--- config.mk ---
export PLATFORM = sky130hd
export DESIGN_NAME = mem_access_ctrl
export DESIGN_NICKNAME = d
export VERILOG_FILES = /design/src/rtl/mem_access_ctrl.sv
export SDC_FILE = /design/constraint.sdc
export NUM_CORES = 1
export LEC_CHECK = 0
export ABC_CLOCK_PERIOD_IN_PS = 2000
export CAP_MARGIN = 20
export CORE_MARGIN = 1
export CORE_UTILIZATION = 36
export CTS_CLUSTER_DIAMETER = 60
export DETAILED_ROUTE_END_ITERATION = 10
export PLACE_DENSITY = 0.83
export SETUP_SLACK_MARGIN = 0.2
export SYNTH_ARGS = -nofsm -noshare
export SYNTH_HDL_FRONTEND = slang
export SYNTH_SLANG_ARGS = --single-unit
--- constraint.sdc ---
create_clock -name clk_i -period 2 [get_ports clk_i]
set_clock_uncertainty 0.2 [all_clocks]
set_input_delay 0.3 -clock clk_i [delete_from_list [all_inputs] [get_ports clk_i]]
set_output_delay 0.3 -clock clk_i [all_outputs]
set_load 0.05 [all_outputs]
--- src/rtl/mem_access_ctrl.sv ---
// mem_access_ctrl
//   This block sits in the MEM stage. It turns a load or store request into a
//   handshake with a data memory whose latency varies. While the access is
//   outstanding it holds the pipeline in a stall. If the memory never answers,
//   it ends the instruction with a bubble and sets a sticky error flag.
//
// Parameters
//   TIMEOUT_CYC   largest number of ACCESS cycles spent waiting for mem_ack_i
//                 (legal range 1..31)
//
// Ports
//   clk_i         system clock; all state changes on the rising edge
//   rst_i         synchronous, active-high reset
//   MemRead_i     load request from the EX/MEM control bits
//   MemWrite_i    store request from the EX/MEM control bits
//   Addr_i        byte address
//   WrData_i      store data
//   mem_req_o     memory request, high in every ACCESS cycle
//   mem_we_o      1 = write, 0 = read; meaningful while mem_req_o is high
//   mem_addr_o    latched address
//   mem_wdata_o   latched store data
//   mem_ack_i     one-cycle completion pulse from memory
//   mem_rdata_i   read data, valid together with mem_ack_i
//   stall_o       freezes PC, IF/ID, ID/EX and EX/MEM, and holds MEM/WB
//                 (combinational)
//   RdData_o      load data for the MEM/WB stage
//   bubble_o      forces RegWrite=0 into MEM/WB for a timed-out access
//   err_o         sticky timeout flag, cleared only by reset
//   access_cnt_o  number of completed accesses, wraps modulo 2^16
module mem_access_ctrl #(
  parameter int TIMEOUT_CYC = 15
) (
  input  logic        clk_i,
  input  logic        rst_i,
  input  logic        MemRead_i,
  input  logic        MemWrite_i,
  input  logic [31:0] Addr_i,
  input  logic [31:0] WrData_i,
  output logic        mem_req_o,
  output logic        mem_we_o,
  output logic [31:0] mem_addr_o,
  output logic [31:0] mem_wdata_o,
  input  logic        mem_ack_i,
  input  logic [31:0] mem_rdata_i,
  output logic        stall_o,
  output logic [31:0] RdData_o,
  output logic        bubble_o,
  output logic        err_o,
  output logic [15:0] access_cnt_o
);

  typedef enum logic [1:0] {
    IDLE,
    ACCESS,
    DONE,
    ERR
  } ctrlState_t;

  // The wait counter holds the value k-1 during ACCESS cycle k. Reaching
  // waitLast without an ack therefore means TIMEOUT_CYC cycles have passed.
  localparam logic [4:0] waitLast = 5'(TIMEOUT_CYC - 1);

  ctrlState_t stateReg, stateNext;
  logic [4:0] waitCntReg;
  logic       reqPending;
  logic       timeoutHit;

  assign reqPending = MemRead_i | MemWrite_i;
  assign timeoutHit = (waitCntReg == waitLast);

  // Next-state logic and the combinational stall.
  // DONE and ERR ignore the request inputs. During those cycles EX/MEM still
  // holds the instruction that just finished, so this stops it re-issuing.
  always_comb begin
    stateNext = stateReg;
    stall_o   = 1'b0;
    case (stateReg)
      IDLE: begin
        if (reqPending) begin
          stall_o   = 1'b1;
          stateNext = ACCESS;
        end
      end
      ACCESS: begin
        stall_o = 1'b1;
        if (mem_ack_i) begin
          stateNext = DONE;
        end else if (timeoutHit) begin
          stateNext = ERR;
        end
      end
      DONE:    stateNext = IDLE;
      ERR:     stateNext = IDLE;
      default: stateNext = IDLE;
    endcase
    // Reset releases the pipeline no matter what the request inputs show.
    if (rst_i) begin
      stall_o = 1'b0;
    end
  end

  // State and registered outputs. The outputs that belong to DONE or ERR are
  // loaded on the edge that enters that state. They are therefore visible
  // throughout the DONE or ERR cycle itself.
  always_ff @(posedge clk_i) begin
    if (rst_i) begin
      stateReg     <= IDLE;
      waitCntReg   <= '0;
      mem_req_o    <= 1'b0;
      mem_we_o     <= 1'b0;
      mem_addr_o   <= '0;
      mem_wdata_o  <= '0;
      RdData_o     <= '0;
      bubble_o     <= 1'b0;
      err_o        <= 1'b0;
      access_cnt_o <= '0;
    end else begin
      stateReg <= stateNext;
      case (stateReg)
        IDLE: begin
          if (reqPending) begin
            mem_req_o   <= 1'b1;
            // A store wins when both request bits are set.
            mem_we_o    <= MemWrite_i;
            mem_addr_o  <= Addr_i;
            mem_wdata_o <= WrData_i;
            waitCntReg  <= '0;
          end
        end
        ACCESS: begin
          if (mem_ack_i) begin
            mem_req_o    <= 1'b0;
            access_cnt_o <= access_cnt_o + 16'd1;
            if (!mem_we_o) begin
              RdData_o <= mem_rdata_i;
            end
          end else if (timeoutHit) begin
            mem_req_o <= 1'b0;
            bubble_o  <= 1'b1;
            RdData_o  <= '0;
            err_o     <= 1'b1;
          end else begin
            waitCntReg <= waitCntReg + 5'd1;
          end
        end
        ERR: begin
          bubble_o <= 1'b0;
        end
        default: begin
        end
      endcase
    end
  end

endmodule

==> flow_summary.yaml <==
sta:
  finalCritPeriodShare_pct: 92.8
  min_period_ns: 1.86
  timing.fmax_ghz: 0.539
  max_slew.worst_pin.slew_ns: 0.529
  grt_setup_unrepaired: "true"
  relSlewSlack_pct: 64.9
  final-setup-viol-count: 0
  setup_slack_ns: 0.145
  fin_setup_tns_ns: 0
  whs_ns: 0.0545
  hold_viol_final: 0
  slew_viol_final: 0
detailed_routing:
  vias: 4406
  drt-vias-per-instance: 4.99
  wl_mm: 13.1
  drc: 0
  dr.pass1.iters: 4
  wl_per_cell_um: 14.8
  first_iter_violations: 215
  antenna_left: 0
yosys:
  yosys_register_bits: 123
  synth_top_area_share_pct: 56.1
  seq_area_frac_synth_pct: 56.1
  synthesis.instances: 499
  yosysUniqueCellTypes: 36
  syn_nets: 603
  synthTopCellsByArea: "dfxtp_1 (56%), nand2_1 (12%), a21oi_1 (9.0%)"
  yosys.area.top_type: "dfxtp_1"
  synth_edf_count: 0
  synth_area_per_cell_um2: 8.79
  synthFlopType: "dfxtp_1"
  async_flop_share_pct: 0
  yosysWarnings: 0
  syn_area_mm2: 0.00439
worst_setup_path:
  r2r_start: "stateReg[1]"
  crit_arrival_ns: 1.36
  crit_path_max_fanout: 3
  crit_path_cell_trace: "clkdlybuf4s50_1 -> buf_6 -> nor3_4 -> nor3_2 -> clkbuf_16"
  crit_path_start_kind: "primary input"
  slowest_delay_ns: 0.51
  critPathKind: "primary input to primary output"
  worst_setup_path_end_kind: "primary output"
  critical_path.top_delay_family: "buffers and inverters"
  cp-startpoint: "MemRead_i"
  crit_required_ns: 1.50
  path_buf_inv: 3
  slowest_stage: "clkdlybuf4s50_1"
clocking:
  clkTransAtPathRegs_ns: 0.05
  cts_tree: "built"
  cts_htree_levels: 4
  clkSinkCount: 123
  cts_root_buffer: "clkbuf_16"
  clockBufferDepth: 2
  postCtsHoldBufs: 0
  cts_made_buffers: 17
  clk_latency_ns: 0.41
layout:
  final_nets: 831
  final_area_mm2: 0.00740
  diodes: 0
  post-route-util_pct: 63.5
  syn2layout_area_growth_pct: 68.8
  n_fill_cell: 945
  layout-drive-gt1-share_pct: 20.5
job:
  cap_viol_max_count: 0
global_route:
  grt_pass1_wl_mm: 20.7
  antenna_found_initial: 0
  overflow: 0
  grt_pass1_vias: 4420
  grt_max_degree: 54
  grt_util_all_layers_pct: 20.8
worst_hold_path:
  holdCritPathClass: "primary input to flop"
  min_from: "rst_i"
run_status:
  outcome: "finished, final reports clean"
place:
  placed_cell_area_mm2: 0.00679
  io_buffer_count: 217
  dp_slack_ns: -0.309
  hpwl_mm: 9.32
  gp_congestion: 0.733
power_and_ir_drop:
  power_density_mw_per_mm2: 951
  ir_worst_vdd_uv: 653
  p_leak_nw: 3.12
floorplanning:
  core_area_mm2: 0.0117
  die_area_mm2: 0.0126
  rows: 39
  top_level_ports: 218
  die_height_um: 112
  fp.dieW_um: 112
  initial_core_util_pct: 37.6
[power by group]
| group | internal [mW] | switching, mW |
|---|---|---|
| Combinational | 0.507 | 0.872 |
| Clock | 1.96 | 1.04 |
| Sequential | 2.59 | 0.0818 |
| Total | 5.05 | 1.99 |
[cell usage in the layout (no fill, tap or decap), types with 6 or more instances in the layout]
master	n
nand2_1	137
dfxtp_1	108
clkdlybuf4s50_1	98
a21oi_1	74
buf_4	67
clkdlybuf4s15_1	40
a22o_1	32
nor2_1	22
clkbuf_16	19
dlygate4sd2_1	17
clkbuf_2	14
dfxtp_4	12
xor2_1	7
nand4_1	6
nand3_1	6
clkinv_2	6
[layout make-up]
| class | instances | area (um^2) | area share [%] |
|---|---|---|---|
| Sequential cell | 123 | 2510 | 33.9 |
| Inverter | 3 | 11.3 | 0.152 |
| Timing Repair Buffer | 244 | 2250 | 30.4 |
| Tap cell | 143 | 179 | 2.42 |
| Multi-Input combinational cell | 338 | 1870 | 25.2 |
| Clock inverter | 8 | 90.1 | 1.22 |
| Clock buffer | 24 | 493 | 6.66 |
[final timing paths]
check                        end  slack (ns)  cells past startpoint
setup / recovery         stall_o        0.14                      5
hold reg to reg   mem_addr_o[17]        0.25                      2
setup reg to reg   waitCntReg[1]        0.16                      5
hold / removal          mem_we_o        0.05                      2
[synthesized netlist by cell type (3+ instances only)]
master and n:
a21oi_1 79, a22o_1 32, a31oi_1 3, buf_1 4, clkbuf_1 27, dfxtp_1 123, ha_1 3, inv_1 3
nand2_1 137, nand3_1 7, nand4_1 6, nor2_1 22, nor3_1 9, o21ai_0 5, or3_1 4, xnor2_1 3
xor2_1 7
[cells by family after synthesis]
group	Yosys count	synth area share (%)
AND/OR/NAND/NOR	199	19.7
AO/OA/AOI/OAI	125	17.5
adder cells (fa/ha/maj)	3	0.856
buffers and inverters	38	3.57
multiplexers	1	0.228
flip-flops	123	56.1
XOR/XNOR	10	2.00
[registers in the layout (all words and copies together) (netlist names), 2 cells and up]
signal / count
RdData_o: 32
access_cnt_o: 16
mem_addr_o: 32
mem_wdata_o: 32
stateReg: 2
waitCntReg: 5
[per-layer routing]
layer,routed length [um],share of wire (%),GRT usage (%)
met5,0,0,0
met4,206,1.6,7.82
met3,912,7.0,8.05
met1,5090,39,22.5
met2,6860,52,36.7
[metrics by stage]
| step | cells | total power, mW |
|---|---|---|
| 6_report | 883 | 7.04 |
| 4_1_cts | 879 | 7.09 |
| 2_1_floorplan | 499 | 3.52 |
| 5_1_grt | 883 | 7.32 |
| 3_5_place_dp | 844 | 4.14 |
| 3_3_place_gp | 844 | 4.10 |
[repair_timing]
| action | 4_1_cts | 5_1_grt |
|---|---|---|
| resized for setup | 88 | 71 |
| setup endpoints to repair | 77 | 88 |
| hold endpoints to repair | 0 | 0 |
| buffers inserted | 3 | 4 |
| pin swaps | 2 | 4 |
(Power assumes the default switching activity.)
